$ cat config.mk
export PLATFORM = sky130hd
export DESIGN_NAME = compute_tile_accel_wb_fabric
export DESIGN_NICKNAME = d
export VERILOG_FILES = /design/src/rtl/compute_tile_accel_wb_fabric.sv
export SDC_FILE = /design/constraint.sdc
export NUM_CORES = 1
export LEC_CHECK = 0
export ABC_AREA = 1
export BUFFER_PORTS_ARGS = -buffer_cell sky130_fd_sc_hd__buf_2
export CORE_MARGIN = 5
export CORE_UTILIZATION = 50
export CTS_CLUSTER_SIZE = 8
export DETAILED_ROUTE_END_ITERATION = 10
export GPL_ROUTABILITY_DRIVEN = 0
export PLACE_DENSITY = 0.76
export SKIP_CTS_REPAIR_TIMING = 1
export SYNTH_ARGS = -nofsm -noshare
export SYNTH_HDL_FRONTEND = slang
export SYNTH_SLANG_ARGS = --single-unit
$ cat constraint.sdc
create_clock -name clk -period 2 [get_ports clk]
set_clock_uncertainty 0.05 [all_clocks]
set_input_delay 0.1 -clock clk [delete_from_list [all_inputs] [get_ports clk]]
set_output_delay 0.1 -clock clk [all_outputs]
set_load 0.1 [all_outputs]
$ cat src/rtl/compute_tile_accel_wb_fabric.sv
// Wishbone fabric between the tile network adapter master and NR_ACCEL accelerator
// slaves. The address is decoded into one window per slave, and one registered
// classic-cycle access runs at a time. Unmapped addresses and silent slaves get an
// error response. A saturating timeout count and the last faulting address are kept
// for debug.
module compute_tile_accel_wb_fabric #(
  parameter int                    NR_ACCEL   = 2,
  parameter int                    ADDR_WIDTH = 32,
  parameter int                    DATA_WIDTH = 32,
  parameter int                    SEL_LSB    = 12,
  parameter logic [ADDR_WIDTH-1:0] BASE_ADDR  = {ADDR_WIDTH{1'b0}},
  parameter int                    TIMEOUT    = 255
) (
  input  logic                             clk,
  input  logic                             rst_sys_n,
  input  logic [ADDR_WIDTH-1:0]            wbs_adr_i,
  input  logic [DATA_WIDTH-1:0]            wbs_dat_i,
  input  logic [DATA_WIDTH/8-1:0]          wbs_sel_i,
  input  logic                             wbs_we_i,
  input  logic                             wbs_cyc_i,
  input  logic                             wbs_stb_i,
  output logic [DATA_WIDTH-1:0]            wbs_dat_o,
  output logic                             wbs_ack_o,
  output logic                             wbs_err_o,
  output logic [NR_ACCEL*ADDR_WIDTH-1:0]   acc_adr_o,
  output logic [NR_ACCEL*DATA_WIDTH-1:0]   acc_dat_o,
  output logic [NR_ACCEL*DATA_WIDTH/8-1:0] acc_sel_o,
  output logic [NR_ACCEL-1:0]              acc_we_o,
  output logic [NR_ACCEL-1:0]              acc_cyc_o,
  output logic [NR_ACCEL-1:0]              acc_stb_o,
  input  logic [NR_ACCEL*DATA_WIDTH-1:0]   acc_dat_i,
  input  logic [NR_ACCEL-1:0]              acc_ack_i,
  input  logic [NR_ACCEL-1:0]              acc_err_i,
  output logic [7:0]                       timeout_cnt_o,
  output logic [ADDR_WIDTH-1:0]            last_err_adr_o
);
  localparam int SEL_W     = (NR_ACCEL > 1) ? $clog2(NR_ACCEL) : 1;
  localparam int UPPER_LSB = SEL_LSB + SEL_W;
  localparam int SW        = DATA_WIDTH / 8;
  localparam int CW        = (TIMEOUT > 1) ? $clog2(TIMEOUT) : 1;
  localparam logic [SEL_W:0] IDX_LIMIT = (SEL_W+1)'(NR_ACCEL);

  typedef enum logic [1:0] {IDLE, ACCESS, RESP_ACK, RESP_ERR} state_t;

  state_t                state, state_next;
  logic [ADDR_WIDTH-1:0] lat_adr, lat_adr_next;
  logic [DATA_WIDTH-1:0] lat_dat, lat_dat_next;
  logic [SW-1:0]         lat_sel, lat_sel_next;
  logic                  lat_we, lat_we_next;
  logic [SEL_W-1:0]      idx, idx_next;
  logic [CW-1:0]         wait_cnt, wait_next;
  logic [NR_ACCEL-1:0]   cyc_next;
  logic                  ack_next, err_next;
  logic [DATA_WIDTH-1:0] rdat_next;
  logic [7:0]            tcnt_next;
  logic [ADDR_WIDTH-1:0] lerr_next;

  logic [SEL_W-1:0]      req_idx;
  logic                  hit;
  logic [NR_ACCEL-1:0]   req_onehot;
  logic                  slv_ack, slv_err;
  logic [DATA_WIDTH-1:0] slv_dat;

  // Decode the incoming request and pick out the response of the slave being accessed.
  always_comb begin
    req_idx    = wbs_adr_i[SEL_LSB +: SEL_W];
    hit        = (wbs_adr_i[ADDR_WIDTH-1:UPPER_LSB] == BASE_ADDR[ADDR_WIDTH-1:UPPER_LSB]) &&
                 ({1'b0, req_idx} < IDX_LIMIT);
    req_onehot = {NR_ACCEL{1'b0}};
    slv_ack    = 1'b0;
    slv_err    = 1'b0;
    slv_dat    = {DATA_WIDTH{1'b0}};
    for (int k = 0; k < NR_ACCEL; k++) begin
      req_onehot[k] = (req_idx == SEL_W'(k));
      slv_ack = slv_ack | (acc_ack_i[k] & (idx == SEL_W'(k)));
      slv_err = slv_err | (acc_err_i[k] & (idx == SEL_W'(k)));
      slv_dat = slv_dat | (acc_dat_i[k*DATA_WIDTH +: DATA_WIDTH] & {DATA_WIDTH{idx == SEL_W'(k)}});
    end
  end

  // Next-state and next-output logic; responses are set up on entry to the RESP states.
  always_comb begin
    state_next   = state;
    lat_adr_next = lat_adr;
    lat_dat_next = lat_dat;
    lat_sel_next = lat_sel;
    lat_we_next  = lat_we;
    idx_next     = idx;
    wait_next    = wait_cnt;
    cyc_next     = acc_cyc_o;
    ack_next     = 1'b0;
    err_next     = 1'b0;
    rdat_next    = {DATA_WIDTH{1'b0}};
    tcnt_next    = timeout_cnt_o;
    lerr_next    = last_err_adr_o;
    case (state)
      IDLE: begin
        if (wbs_cyc_i && wbs_stb_i) begin
          lat_adr_next = wbs_adr_i;
          lat_dat_next = wbs_dat_i;
          lat_sel_next = wbs_sel_i;
          lat_we_next  = wbs_we_i;
          idx_next     = req_idx;
          wait_next    = {CW{1'b0}};
          if (hit) begin
            state_next = ACCESS;
            cyc_next   = req_onehot;
          end else begin
            state_next = RESP_ERR;
            err_next   = 1'b1;
            lerr_next  = wbs_adr_i;
          end
        end else begin
          state_next = IDLE;
        end
      end
      ACCESS: begin
        if (!wbs_cyc_i) begin
          // Master abandoned the cycle: release the slave silently.
          state_next = IDLE;
          cyc_next   = {NR_ACCEL{1'b0}};
        end else if (slv_err) begin
          state_next = RESP_ERR;
          cyc_next   = {NR_ACCEL{1'b0}};
          err_next   = 1'b1;
          lerr_next  = lat_adr;
        end else if (slv_ack) begin
          state_next = RESP_ACK;
          cyc_next   = {NR_ACCEL{1'b0}};
          ack_next   = 1'b1;
          rdat_next  = slv_dat;
        end else if ((TIMEOUT != 0) && (wait_cnt == CW'(TIMEOUT - 1))) begin
          state_next = RESP_ERR;
          cyc_next   = {NR_ACCEL{1'b0}};
          err_next   = 1'b1;
          lerr_next  = lat_adr;
          if (timeout_cnt_o != 8'hFF) begin
            tcnt_next = timeout_cnt_o + 8'd1;
          end else begin
            tcnt_next = timeout_cnt_o;
          end
        end else begin
          wait_next = wait_cnt + CW'(1);
        end
      end
      RESP_ACK: state_next = IDLE;
      RESP_ERR: state_next = IDLE;
      default: begin
        state_next = IDLE;
        cyc_next   = {NR_ACCEL{1'b0}};
      end
    endcase
  end

  // FSM state register.
  always_ff @(posedge clk) begin
    if (!rst_sys_n) begin
      state <= IDLE;
    end else begin
      state <= state_next;
    end
  end

  // Latched request fields, wait counter and all registered outputs.
  always_ff @(posedge clk) begin
    if (!rst_sys_n) begin
      lat_adr        <= {ADDR_WIDTH{1'b0}};
      lat_dat        <= {DATA_WIDTH{1'b0}};
      lat_sel        <= {SW{1'b0}};
      lat_we         <= 1'b0;
      idx            <= {SEL_W{1'b0}};
      wait_cnt       <= {CW{1'b0}};
      wbs_dat_o      <= {DATA_WIDTH{1'b0}};
      wbs_ack_o      <= 1'b0;
      wbs_err_o      <= 1'b0;
      acc_adr_o      <= {(NR_ACCEL*ADDR_WIDTH){1'b0}};
      acc_dat_o      <= {(NR_ACCEL*DATA_WIDTH){1'b0}};
      acc_sel_o      <= {(NR_ACCEL*SW){1'b0}};
      acc_we_o       <= {NR_ACCEL{1'b0}};
      acc_cyc_o      <= {NR_ACCEL{1'b0}};
      acc_stb_o      <= {NR_ACCEL{1'b0}};
      timeout_cnt_o  <= 8'd0;
      last_err_adr_o <= {ADDR_WIDTH{1'b0}};
    end else begin
      lat_adr        <= lat_adr_next;
      lat_dat        <= lat_dat_next;
      lat_sel        <= lat_sel_next;
      lat_we         <= lat_we_next;
      idx            <= idx_next;
      wait_cnt       <= wait_next;
      wbs_dat_o      <= rdat_next;
      wbs_ack_o      <= ack_next;
      wbs_err_o      <= err_next;
      acc_cyc_o      <= cyc_next;
      acc_stb_o      <= cyc_next;
      acc_we_o       <= cyc_next & {NR_ACCEL{lat_we_next}};
      timeout_cnt_o  <= tcnt_next;
      last_err_adr_o <= lerr_next;
      for (int k = 0; k < NR_ACCEL; k++) begin
        acc_adr_o[k*ADDR_WIDTH +: ADDR_WIDTH] <= cyc_next[k] ? lat_adr_next : {ADDR_WIDTH{1'b0}};
        acc_dat_o[k*DATA_WIDTH +: DATA_WIDTH] <= cyc_next[k] ? lat_dat_next : {DATA_WIDTH{1'b0}};
        acc_sel_o[k*SW +: SW]                 <= cyc_next[k] ? lat_sel_next : {SW{1'b0}};
      end
    end
  end
endmodule

### Word level (Yosys, flattened, before mapping)

Index checks and enable logic that the tools add are counted.

| word-level totals | value |
|---|---|
| bits in registers | 294 |
| bits of input ports | 141 |
| output and inout port bits | 216 |

| cells by class | value |
|---|---|
| add/sub/neg operators | 2 |
| equal/unequal tests | 14 |
| multiplexer cells | 43 |
| bitwise logic cells | 17 |
| reductions and logical operators | 13 |

Operators with widths:

| cell | number |
|---|---|
| $mux W32 | 10 |
| $and A32 B32 Y32 | 2 |
| $pmux W32 S2 | 1 |
| $mux W8 | 5 |
| $or A32 B32 Y32 | 1 |
| $mux W2 | 12 |
| $logic_not A19 Y1 | 1 |
| $reduce_and A6 Y1 | 3 |
| $add A8 B1 Y8 const B | 2 |
| $pmux W8 S2 | 1 |
| $ne A2 B2 Y1 const B | 6 |
| $mux W1 | 9 |
| $eq A8 B8 Y1 const B | 1 |
| $mux W4 | 2 |
| $ne A8 B8 Y1 const B | 1 |
| $not A1 Y1 | 7 |
| $ne A3 B3 Y1 const B | 2 |
| $pmux W2 S3 | 1 |
| $reduce_and A2 Y1 | 3 |
| $ne A5 B5 Y1 const B | 1 |
| $reduce_or A5 Y1 | 1 |
| $and A1 B1 Y1 | 4 |
| $eq A2 B2 Y1 const B | 2 |
| $pmux W2 S2 | 1 |
| 9 further kinds | 10 |

### Depth between registers and ports, before layout

| depth | value |
|---|---|
| depth in word-level cells | 8 |
| mapped depth | 12 |
| gate-level depth less buffers | 11 |

### Least setup slack after synthesis

OpenSTA, ideal clock, no wires.

| timing | value |
|---|---|
| path type | flip-flop to flip-flop |
| start | register timeout_cnt_o[1] |
| end | register timeout_cnt_o[5] |
| setup time | 70 ps |
| data arrival time | 2,193 ps |
| path slack | -314 ps |
| cell stages (with the launch flop) | 8 |
| period minus slack after synthesis | 2,314 ps |
| cell sequence | dfxtp_1 > ha_1 > nand3_1 > o21a_1 > clkbuf_1 > nand2_2 > nand2_1 > a21oi_1 |

| on the way | value |
|---|---|
| cells in the longest elaborated chain, start to end | 2 |

Ends and longest elaborated chain:

| element | RTL line | source |
|---|---|---|
| from (decl) | 34 | `output logic [7:0] timeout_cnt_o,` |
| from (signal assigned) | 197 | `timeout_cnt_o <= tcnt_next;` |
| parallel branches: the longest is 2 deep, another holds $add A8 B1 Y8 | n/a |  |

Several ways; the timed one is not identified.
A chain may end at the register's enable or synchronous reset.

### Worst setup path in the final report

| timing | value |
|---|---|
| start | register wait_cnt[0] |
| end | register acc_dat_o[51] |

| on the way | value |
|---|---|
| cells in the longest elaborated chain, start to end | 7 |

Ends and longest elaborated chain:

| element | RTL line | source |
|---|---|---|
| from (decl) | 51 | `logic [CW-1:0] wait_cnt, wait_next;` |
| from (signal assigned) | 172 | `wait_cnt <= {CW{1'b0}};` |
| from (signal assigned) | 190 | `wait_cnt <= wait_next;` |
| $eq A8 B8 Y1 | 132 | `end else if ((TIMEOUT != 0) && (wait_cnt == CW'(TIMEOUT - 1))) begin` |
| $mux W2 | 132 |  |
| $mux W2 | 127 | `end else if (slv_ack) begin` |
| $mux W2 | 122 | `end else if (slv_err) begin` |
| $mux W2 | 118 | `if (!wbs_cyc_i) begin` |
| $pmux W2 S2 | 96 | `case (state)` |
| $reduce_and A2 Y1 (no line) | n/a |  |
| to (signal assigned) | 177 | `acc_dat_o <= {(NR_ACCEL*DATA_WIDTH){1'b0}};` |
| to (signal, indexed assignment) | 201 | `acc_dat_o[k*DATA_WIDTH +: DATA_WIDTH] <= cyc_next[k] ? lat_dat_next : {DATA_WIDTH{1'b0}};` |
| to (decl) | 26 | `output logic [NR_ACCEL*DATA_WIDTH-1:0] acc_dat_o,` |

No other way between the ends.

==> impl_results.md <==
- Status: complete, but fails checks
- Failing checks: hold timing
- Main area contributors after synthesis: dfxtp_1 57%, nand2_1 8.5%, a21oi_1 8.5%, nor2_1 8.0%, inv_1 4.3%
- Hold-critical path depth: 5
- R2R setup slack: 110 ps
- Power Density: 933 nW/um^2
- Crit Path Max Fanout: 41
- First-pass GRT wire length: 49.5 mm
- Clk_lat worst skew: around 540 ps
- Core area: 20300 sq um
- Clock tree buffer depth: 3
- Setup_tns: 0 ps
- Tmin final: 1890 ps
- Main synth FF type: dfxtp_1
- Hold path startpoint: wbs_adr_i[26]
- # IOs: ~360
- DP Area: 12400 sq um
- Reg-to-reg critical path startpoint: wait_cnt[0]
- Count leader, synth: dfxtp_1
- Critical path arrival: 2280 ps
- Final WS setup: 114 ps
- TritonCTS clock tree: yes
- Die Width: roughly 150 um
- Detailed-route wire length: 36.6 mm
- Synth Area per Inst: 8.12 sq um
- Vias in the first global route: 9243
- Port Buffer Count: 356
- Syn_nets: 1415
- Final Instance Area: 14700 sq um
- Ys Warns: 0
- Non-Filler Instances: 2024
- Cell Chain, Critical Path: inv_1 > ha_1 > nand2_1 > nor2_1 > nand2_2 > nand4_1 > nand2_2 > nand2_1 > nand2_1 > nand2_2 > buf_12 > nor2_1
- Row Count: 52
- R2R Path End: acc_dat_o[51]
- Final HPWL DP: 22.6 mm
- Starting Density: 50.9%
- Chip height: roughly 150 um
- Tightest Pin Transition: around 540 ps
- Final hold violations: 19
- Synth-to-Final Area Change: 42.8%
- Worst slack at placement: roughly 97 ps
- CP Buf/Inv Count: 2
- Iter 0 DRT Violations: about 800
- Crit path required time: around 2400 ps
- Largest area contributor in the netlist: dfxtp_1
- Final period utilization: 94.3%
- Largest net degree at the start of global routing: 66
- Final Util: 72.6%
- Hold EP: lat_adr[26]
- Initial antenna violation count: 5
- Grt ovf: 0
- Max Cap Viol: 0
- Hold Path Class: input port to register
- Netlist cell types: 34
- Synth cell count leaders: 294 x dfxtp_1, 235 x nand2_1, 220 x nor2_1, 175 x a21oi_1, 117 x inv_1
- Post-synthesis async set-or-reset flop share: 0%
- Gr usage total: 25.9%
- EDFF count, synth: 0
- VDD IR max: 741 uV
- Fin. max-slew vios: 0
- Endpoints failing setup: 0
- Leak pwr: 7.29 nW
- Post-Syn Instances: 1271
- Crit. path cell count: 12
- Via density per instance: 5.18
- Clock sink count: 294
- Slowest-stage cell, CP: dfxtp_2
- Final #Nets: approximately 1900
- Detail Route Antenna Nets: 0
- Maximum clock frequency: about 530 MHz
- Max transition margin: 63.4%
- Worst reg2reg path depth: 12
- Crit-path leading delay family: simple AND/OR/NAND/NOR gates
- Seq/Total Area, Yosys: about 57%
- Share of the synthesized area in the top cell type: 57.0%
- CTS root buffer: clkbuf_16
- Crit Path Class: register to register
- Vias: 10500
- Worst setup EP type: register
- Per-cell routed wire length: 18.1 um
- Fraction of layout cells with a size suffix above 1: 27.3%
- Synthesized cell area: 10300 sq um
- Min Hold Slack: -37.1 ps
- Die area: approximately 24000 sq um
- Critical Path Max Stage Delay: ~360 ps
- CP Launch Type: register
- Clk pin slew, worst setup/hold paths: 50 ps
- Filler cells: approximately 1500
- # DRC: 0
- H-tree depth: 2
- CTS Buf Count: 42
- Flops & latches, synth: 294
- 1st-pass router iterations: 7
- Dpl cells: 1849
[kinds of logic after synthesis]
logic type	count (synthesis)	share of synthesized area, %
fa+ha+maj	3	0.364
simple gates	538	21.4
compound gates	226	11.6
xor+xnor	10	0.848
flops	294	57.0
buf+inv	200	8.79
[routing by layer]
layer,up-vias,share of wire (%),GRT usage [%]
li1,4915,-,-
met1,4830,38,33.2
met2,573,48,40.7
met3,159,9.5,8.18
met4,2,4.8,10.8
met5,-,0.030,0
[state kept, by name, summed over array words and instances (netlist names), 2 cells and up]
signal          flops
lat_dat            32
acc_adr_o          64
lat_adr            32
timeout_cnt_o       8
wait_cnt            8
acc_dat_o          64
lat_sel             4
acc_stb_o           2
acc_we_o            2
wbs_dat_o          32
acc_sel_o           8
state               2
last_err_adr_o     32
[final cells by class]
class	count	area, sq um	area share (%)
Antenna cell	5	12.5	0.0849
Clock buffer	43	1060	7.22
Clock inverter	3	58.8	0.399
Inverter	123	462	3.13
Multi-Input combinational cell	777	3540	24.0
Sequential cell	294	5890	40.0
Tap cell	270	338	2.29
Timing Repair Buffer	509	3370	22.9
[report_power, final]
part / internal [mW] / switching (mW) / leakage [nW]
registers: 6.02 / 0.0555 / 2.39
logic: 0.513 / 0.976 / 4.35
clock network: 3.75 / 2.43 / 0.551
total: 10.3 / 3.46 / 7.29
[worst max-delay path by stage]
| stage | from | end | slack [ps] |
|---|---|---|---|
| finish | wait_cnt[0] | acc_dat_o[51] | 110 |
| CTS | wait_cnt[0] | acc_adr_o[12] | 50 |
| global route | wait_cnt[0] | acc_dat_o[51] | -30 |
| floorplan | timeout_cnt_o[4] | timeout_cnt_o[5] | 3 |
| detailed placement | wait_cnt[0] | acc_adr_o[5] | 100 |
| global placement | wait_cnt[0] | acc_adr_o[14] | 160 |
[cells in the final DEF (no fill, tap or decap), types with 8 or more instances in the layout]
cell type        n
nor2_1         220
buf_12          10
a21oi_1        175
nand2_1        233
buf_4           18
o21ai_0         35
inv_1          116
dlygate4sd3_1  124
buf_2          356
dfxtp_1        287
nand2_2          8
clkbuf_16       42
nand3_1         48
[worst reg2reg max path: stages (launching register included)]
cell and delay (ps):
dfxtp_2 360, inv_1 60, ha_1 190, nand2_1 70, nor2_1 50, nand2_2 120
nand4_1 170, nand2_2 140, nand2_1 50, nand2_1 80, nand2_2 90, buf_12 190
nor2_1 180
[per-stage QoR]
| stage | power [mW] | hold slack (ps) |
|---|---|---|
| 2_1_floorplan | 7.04 | 190 |
| 3_3_place_gp | 7.40 | 297 |
| 3_5_place_dp | 7.43 | 305 |
| 4_1_cts | 13.6 | -251 |
| 5_1_grt | 14.2 | -5.57 |
| 6_report | 13.8 | -37.1 |
Power figures use the tool's default switching activity.
